$ cat src/rtl/uart_tx_frame.sv
`default_nettype none
// +----------------------------------------------------------------------------+
// | Module      : uart_tx_frame                                                |
// | Description : UART transmitter. Takes one word per valid/ready handshake   |
// |               and sends it LSB-first as a frame:                           |
// |               start bit, DATA_BITS data bits, optional parity bit,         |
// |               then STOP_BITS stop bits.                                    |
// |               Every bit lasts CLK_DIV clocks.                              |
// |               A handshake taken in the last stop-bit cycle starts the      |
// |               next frame with no idle gap.                                 |
// |               Optional feature macro: UART_TX_PARITY_EN adds a parity bit  |
// |               whose sense is selected by PARITY_ODD (0 even, 1 odd).       |
// | Ports       : clk        system clock, posedge                             |
// |               rst_n      asynchronous active-low reset                     |
// |               axi_valid  source presents a word on axi_data               |
// |               axi_ready  block accepts a word this cycle (registered)      |
// |               axi_data   word to send, sampled only on handshake           |
// |               uart_tx    serial line, idles high (registered)              |
// |               busy       high while a frame is on the line                 |
// | Revision    : 1.0 - initial release                                        |
// +----------------------------------------------------------------------------+
module uart_tx_frame #(
    parameter int CLK_DIV    = 16,
    parameter int DATA_BITS  = 8,
    parameter int STOP_BITS  = 1,
    parameter int PARITY_ODD = 0
) (
    input  logic                 clk,
    input  logic                 rst_n,
    input  logic                 axi_valid,
    output logic                 axi_ready,
    input  logic [DATA_BITS-1:0] axi_data,
    output logic                 uart_tx,
    output logic                 busy
);

    localparam int c_CW = $clog2(CLK_DIV);
    localparam int c_BW = $clog2(DATA_BITS);

    localparam logic [c_CW-1:0] c_BAUD_LOAD = c_CW'(CLK_DIV - 1);
    localparam logic [c_CW-1:0] c_BAUD_ONE  = c_CW'(1);
    localparam logic [c_BW-1:0] c_LAST_BIT  = c_BW'(DATA_BITS - 1);
    localparam logic [c_BW-1:0] c_BIT_ONE   = c_BW'(1);
    localparam logic            c_LAST_STOP = 1'(STOP_BITS - 1);

    localparam logic [2:0] c_IDLE   = 3'd0;
    localparam logic [2:0] c_START  = 3'd1;
    localparam logic [2:0] c_DATA   = 3'd2;
`ifdef UART_TX_PARITY_EN
    localparam logic [2:0] c_PARITY = 3'd3;
    localparam logic       c_ODD    = (PARITY_ODD != 0);
`endif
    localparam logic [2:0] c_STOP   = 3'd4;

    // ------------------------------------------------------------------
    // Elaboration-time parameter checks
    // ------------------------------------------------------------------
    generate
        if (CLK_DIV < 2) begin : g_bad_clk_div
            $error("uart_tx_frame: CLK_DIV must be >= 2");
        end
        if (DATA_BITS < 5 || DATA_BITS > 9) begin : g_bad_data_bits
            $error("uart_tx_frame: DATA_BITS must be in 5..9");
        end
        if (STOP_BITS != 1 && STOP_BITS != 2) begin : g_bad_stop_bits
            $error("uart_tx_frame: STOP_BITS must be 1 or 2");
        end
        if (PARITY_ODD != 0 && PARITY_ODD != 1) begin : g_bad_parity_odd
            $error("uart_tx_frame: PARITY_ODD must be 0 or 1");
        end
    endgenerate

    // ------------------------------------------------------------------
    // State and datapath registers
    // ------------------------------------------------------------------
    logic [2:0]           r_state;
    logic [c_CW-1:0]      r_baud;
    logic [c_BW-1:0]      r_bit_idx;
    logic                 r_stop_idx;
    logic [DATA_BITS-1:0] r_shift;
    logic                 r_ready;
    logic                 r_tx;
    logic                 r_busy;

    logic [2:0]           w_state_nx;
    logic [c_CW-1:0]      w_baud_nx;
    logic [c_BW-1:0]      w_bit_nx;
    logic                 w_stop_nx;
    logic [DATA_BITS-1:0] w_shift_nx;
    logic                 w_ready_nx;
    logic                 w_tx_nx;
    logic                 w_hs;
    logic                 w_bit_end;

`ifdef UART_TX_PARITY_EN
    logic                 r_par;
    logic                 w_par_nx;
`endif

    always_ff @(posedge clk or negedge rst_n) begin
        if (!rst_n) begin
            r_state    <= c_IDLE;
            r_baud     <= '0;
            r_bit_idx  <= '0;
            r_stop_idx <= 1'b0;
            r_shift    <= '0;
            r_ready    <= 1'b0;
            r_tx       <= 1'b1;
            r_busy     <= 1'b0;
        end else begin
            r_state    <= w_state_nx;
            r_baud     <= w_baud_nx;
            r_bit_idx  <= w_bit_nx;
            r_stop_idx <= w_stop_nx;
            r_shift    <= w_shift_nx;
            r_ready    <= w_ready_nx;
            r_tx       <= w_tx_nx;
            r_busy     <= (w_state_nx != c_IDLE);
        end
    end

`ifdef UART_TX_PARITY_EN
    always_ff @(posedge clk or negedge rst_n) begin
        if (!rst_n) begin
            r_par <= 1'b0;
        end else begin
            r_par <= w_par_nx;
        end
    end
`endif

    // ------------------------------------------------------------------
    // Next-state logic
    // ------------------------------------------------------------------
    always_comb begin
        w_hs       = axi_valid && r_ready;
        w_bit_end  = (r_baud == '0);
        w_state_nx = r_state;
        w_baud_nx  = w_bit_end ? c_BAUD_LOAD : (r_baud - c_BAUD_ONE);
        w_bit_nx   = r_bit_idx;
        w_stop_nx  = r_stop_idx;
        w_shift_nx = r_shift;
`ifdef UART_TX_PARITY_EN
        w_par_nx   = r_par;
`endif

        // r_ready is only high in IDLE or the final stop cycle, so a
        // handshake can only land where a new frame is allowed to begin.
        if (w_hs) begin
            w_shift_nx = axi_data;
`ifdef UART_TX_PARITY_EN
            w_par_nx   = (^axi_data) ^ c_ODD;
`endif
        end

        case (r_state)
            c_IDLE: begin
                w_baud_nx = c_BAUD_LOAD;
                if (w_hs) begin
                    w_state_nx = c_START;
                end
            end
            c_START: begin
                if (w_bit_end) begin
                    w_state_nx = c_DATA;
                    w_bit_nx   = '0;
                end
            end
            c_DATA: begin
                if (w_bit_end) begin
                    if (r_bit_idx == c_LAST_BIT) begin
`ifdef UART_TX_PARITY_EN
                        w_state_nx = c_PARITY;
`else
                        w_state_nx = c_STOP;
                        w_stop_nx  = 1'b0;
`endif
                    end else begin
                        w_shift_nx = {1'b0, r_shift[DATA_BITS-1:1]};
                        w_bit_nx   = r_bit_idx + c_BIT_ONE;
                    end
                end
            end
`ifdef UART_TX_PARITY_EN
            c_PARITY: begin
                if (w_bit_end) begin
                    w_state_nx = c_STOP;
                    w_stop_nx  = 1'b0;
                end
            end
`endif
            c_STOP: begin
                if (w_bit_end) begin
                    if (r_stop_idx == c_LAST_STOP) begin
                        w_state_nx = w_hs ? c_START : c_IDLE;
                    end else begin
                        w_stop_nx = r_stop_idx + 1'b1;
                    end
                end
            end
            default: begin
                w_state_nx = c_IDLE;
            end
        endcase

        // Ready is registered, so it is decided from where the FSM will be
        // next cycle: idle, or sitting in the last count of the last stop bit.
        w_ready_nx = (w_state_nx == c_IDLE) ||
                     ((w_state_nx == c_STOP) && (w_stop_nx == c_LAST_STOP) &&
                      (w_baud_nx == '0));

        // Line level is registered from the next state so the pin is
        // glitch-free and the start bit appears the cycle after handshake.
        case (w_state_nx)
            c_START:  w_tx_nx = 1'b0;
            c_DATA:   w_tx_nx = w_shift_nx[0];
`ifdef UART_TX_PARITY_EN
            c_PARITY: w_tx_nx = w_par_nx;
`endif
            default:  w_tx_nx = 1'b1;
        endcase
    end

    assign axi_ready = r_ready;
    assign uart_tx   = r_tx;
    assign busy      = r_busy;

endmodule
`default_nettype wire
$ cat config.mk
export PLATFORM = sky130hd
export DESIGN_NAME = uart_tx_frame
export DESIGN_NICKNAME = d
export VERILOG_FILES = /design/src/rtl/uart_tx_frame.sv
export SDC_FILE = /design/constraint.sdc
export NUM_CORES = 1
export LEC_CHECK = 0
export CAP_MARGIN = 0
export CORE_MARGIN = 5
export CORE_UTILIZATION = 47
export CTS_CLUSTER_DIAMETER = 150
export DETAILED_ROUTE_END_ITERATION = 7
export PLACE_DENSITY = 0.73
export SLEW_MARGIN = 20
export SYNTH_ARGS = -nofsm -noshare
export SYNTH_HDL_FRONTEND = slang
export SYNTH_SLANG_ARGS = --single-unit
export TNS_END_PERCENT = 10
$ cat constraint.sdc
create_clock -name clk -period 2.1 [get_ports clk]
set_clock_uncertainty 0.2 [all_clocks]
set_input_delay 0.42 -clock clk [delete_from_list [all_inputs] [get_ports clk]]
set_output_delay 0.42 -clock clk [all_outputs]
set_load 0.05 [all_outputs]
==> impl_metrics.yaml <==
die:
  die_w_um: 57.1
  ios: 14
  coreArea_um2: 2170
  die_h_um: 57.1
  num_rows: 17
  die-area_um2: 3260
  start_util: 0.480
finish:
  instances_no_fill: 148
  final_util: 0.605
  diodes: 0
  final_area_um2: 1310
  area_delta_synth_final_pct: 25.9
  fill_cells: 188
  nets: 135
  drive_above_1_share: 0.217
synthesis:
  synth_top_family_by_area: "simple AND/OR/NAND/NOR gates"
  synth_compound_gate_area_share: 0.125
  synth_fa_ha_area_frac: 0.0360
  synth.top_cells.by_area: "dfrtp_1 (50%), mux2i_1 (6.7%), nand2_1 (5.0%)"
  avgSynthCellArea_um2: 11.0
  yosysTopAreaCell: "dfrtp_1"
  synthArstFlopShare: 1.00
  synth_xor_area_frac: 0.0168
  ys_types: 29
  synth_seq_cells: 22
  synthSimpleGateAreaFrac: 0.184
  yosys.area.top_type_share: 0.504
  syn_nets: 109
  syn-cell-area_um2: 1040
  syn_inst: 95
  seq_area_frac_synth: 0.529
  synth_ff_type: "dfrtp_1"
  muxShareOfSynthArea: 0.0816
  ys_warn_count: 0
  synth_edf_count: 0
sta:
  rsz0062_at_grt: "true"
  fin_crit_ns: 2.18
  setup_ws_ns: -0.0809
  worstMarginPinSlew_ns: 0.502
  slew_viol_final: 0
  final-setup-viol-count: 2
  finalCritPeriodShare: 1.04
  slew_headroom: 0.665
  max_freq_mhz: 459
  hold_viol_final: 0
run:
  cap_viol_max_count: 0
worst_setup_path:
  worstPathCellList: "inv_1 > ha_2 > or3b_4 > or4_4 > mux2_4 > a21oi_2"
  cp-start-kind: "flip-flop"
  slowest_stage: "or4_4"
  crit_type: "flip-flop to flip-flop"
  arrival_ns: 2.22
  slowest_delay_ns: 0.44
  critPathCaptureType: "flip-flop"
  cp.required_ns: 2.14
  cpLargestDelayFamily: "simple AND/OR/NAND/NOR gates"
  worstPathMaxFanout: 4
  crit_buf_inv: 1
detailed_routing:
  drtIter0Drc: 16
  wire_per_inst_um: 13.7
  drt_wl_total_mm: 2.02
  dr.pass1.iters: 2
  vias: 777
  viasPerCell: 5.25
  antenna_left: 0
  drc: 0
global_route:
  grt.total_usage: 0.137
  grt_pass1_wl_mm: 3.42
  use_met1: 0.163
  met2_usage: 0.222
  grt_overflow_total: 0
  top_usage_layer: "met2"
  grt_pass1_vias: 801
  antenna_found_initial: 0
  grt_max_degree: 23
  met3_usage: 0.0520
placed_design:
  dp_slack_ns: -0.0660
  placedCellCount: 143
  place_area_um2: 1270
  portBuffers: 13
  gp_congestion: 0.825
  hpwl_mm: 1.54
pwr:
  power.density_nw_per_um2: 1090
  p_leak_nw: 0.597
  ir_worst_vdd_mv: 0.696
clock_network:
  cts_buffers: 3
  path_clk_slew_ns: 0.11
  holdBufCountCts: 0
  clock_path_buffers: 2
  clk_latency_ns: 0.30
  cts-htree-levels: 1
  cts.sinks: 22
  cts_tree: "yes"
  root_buffer: "clkbuf_4"
status:
  violations: "negative setup slack"
  status: "finished with violations"
hold_path:
  hold_class: "input pin to asynchronous set/reset pin"
-- area by class of cell --
class	instances	area (um2)	share of cell area
multi-input cells	66	474	0.361
inverters	4	15.0	0.0114
repair buffers	24	210	0.160
flip-flops and latches	22	552	0.420
clock buffers	4	26.3	0.0200
well taps	28	35.0	0.0267
-- power breakdown --
part / switching [mW] / internal, mW / total [mW]
Combinational: 0.300 / 0.258 / 0.558
Clock: 0.114 / 0.0741 / 0.188
Sequential: 0.107 / 0.580 / 0.687
Total: 0.521 / 0.913 / 1.43
-- sequential cells by signal (all words and copies together), names as in the netlist --
signal / cells
busy: 1
uart_tx: 1
r_stop_idx: 1
r_shift: 8
r_state: 3
r_bit_idx: 3
axi_ready: 1
r_baud: 4
-- synthesized netlist by cell type (all sizes together) (3+ instances only) --
cell	number
ha	3
o21ai	8
nand2b	3
a22o	4
a211o	3
nand2	14
dfrtp	21
inv	4
mux2i	7
-- what timing repair did --
item                                    in CTS  in global routing
gates resized for setup                      2                  3
buffers inserted                             1                  0
pin swaps                                    1                  1
endpoints found under the setup margin       7                 13
-- cells by family after synthesis --
group / count (synthesis)
simple gates: 34
flops: 22
compound gates: 19
mux: 8
buf+inv: 7
fa+ha+maj: 3
xor+xnor: 2
-- routing by layer --
metal,routed length (um),share of wire,vias to the layer above
met1,941,0.47,371
met3,91,0.045,6
li1,-,-,388
met4,36,0.018,0
met5,0,0,-
met2,953,0.47,12
-- worst reg2reg max path: stages, from the launching register on --
cell and delay (ns):
dfrtp_1 0.40, inv_1 0.07, ha_2 0.17, or3b_4 0.39
or4_4 0.44, mux2_4 0.33, a21oi_2 0.13
-- placed cells by master, fill, tap and decap left out, drive strengths merged --
cell           instances
mux2i                  7
a211oi                 1
or3                    2
a21oi                  2
a22o                   4
nand3b                 2
nand2                 14
dfstp                  1
dlymetal6s2s           1
nor2                   1
or4                    1
xnor2                  2
dfrtp                 21
clkbuf                 4
clkdlybuf4s50         10
nand3                  2
nor3b                  2
buf                   13
nor3                   2
and2                   2
a211o                  3
nand2b                 3
or3b                   2
inv                    4
ha                     3
nor4                   1
o31ai                  1
mux2                   1
o21ai                  8
-- metrics by stage --
| stage | power (mW) | hold WS [ns] | TNS, ns |
|---|---|---|---|
| after floorplan | 1.05 | -0.0756 | -0.161 |
| after detailed placement | 1.24 | 0.287 | -0.105 |
| after CTS | 1.45 | 0.236 | -0.0677 |
| after global placement | 1.21 | 0.269 | -0.0110 |
| after global routing | 1.54 | 0.244 | -0.637 |
| final | 1.43 | 0.244 | -0.0890 |
-- final timing paths --
check                           startpoint          to  slack [ns]  cells after the start
worst min-delay path                 rst_n   r_baud[1]        0.24                      2
min in group clk                r_shift[7]  r_shift[6]        0.31                      2
worst max register to register   r_baud[0]     uart_tx       -0.08                      6
worst max-delay path             r_baud[0]     uart_tx       -0.08                      6
worst min register to register  r_shift[7]  r_shift[6]        0.31                      2
max in group asynchronous            rst_n     uart_tx        1.18                      2
(Power assumes the default switching activity.)
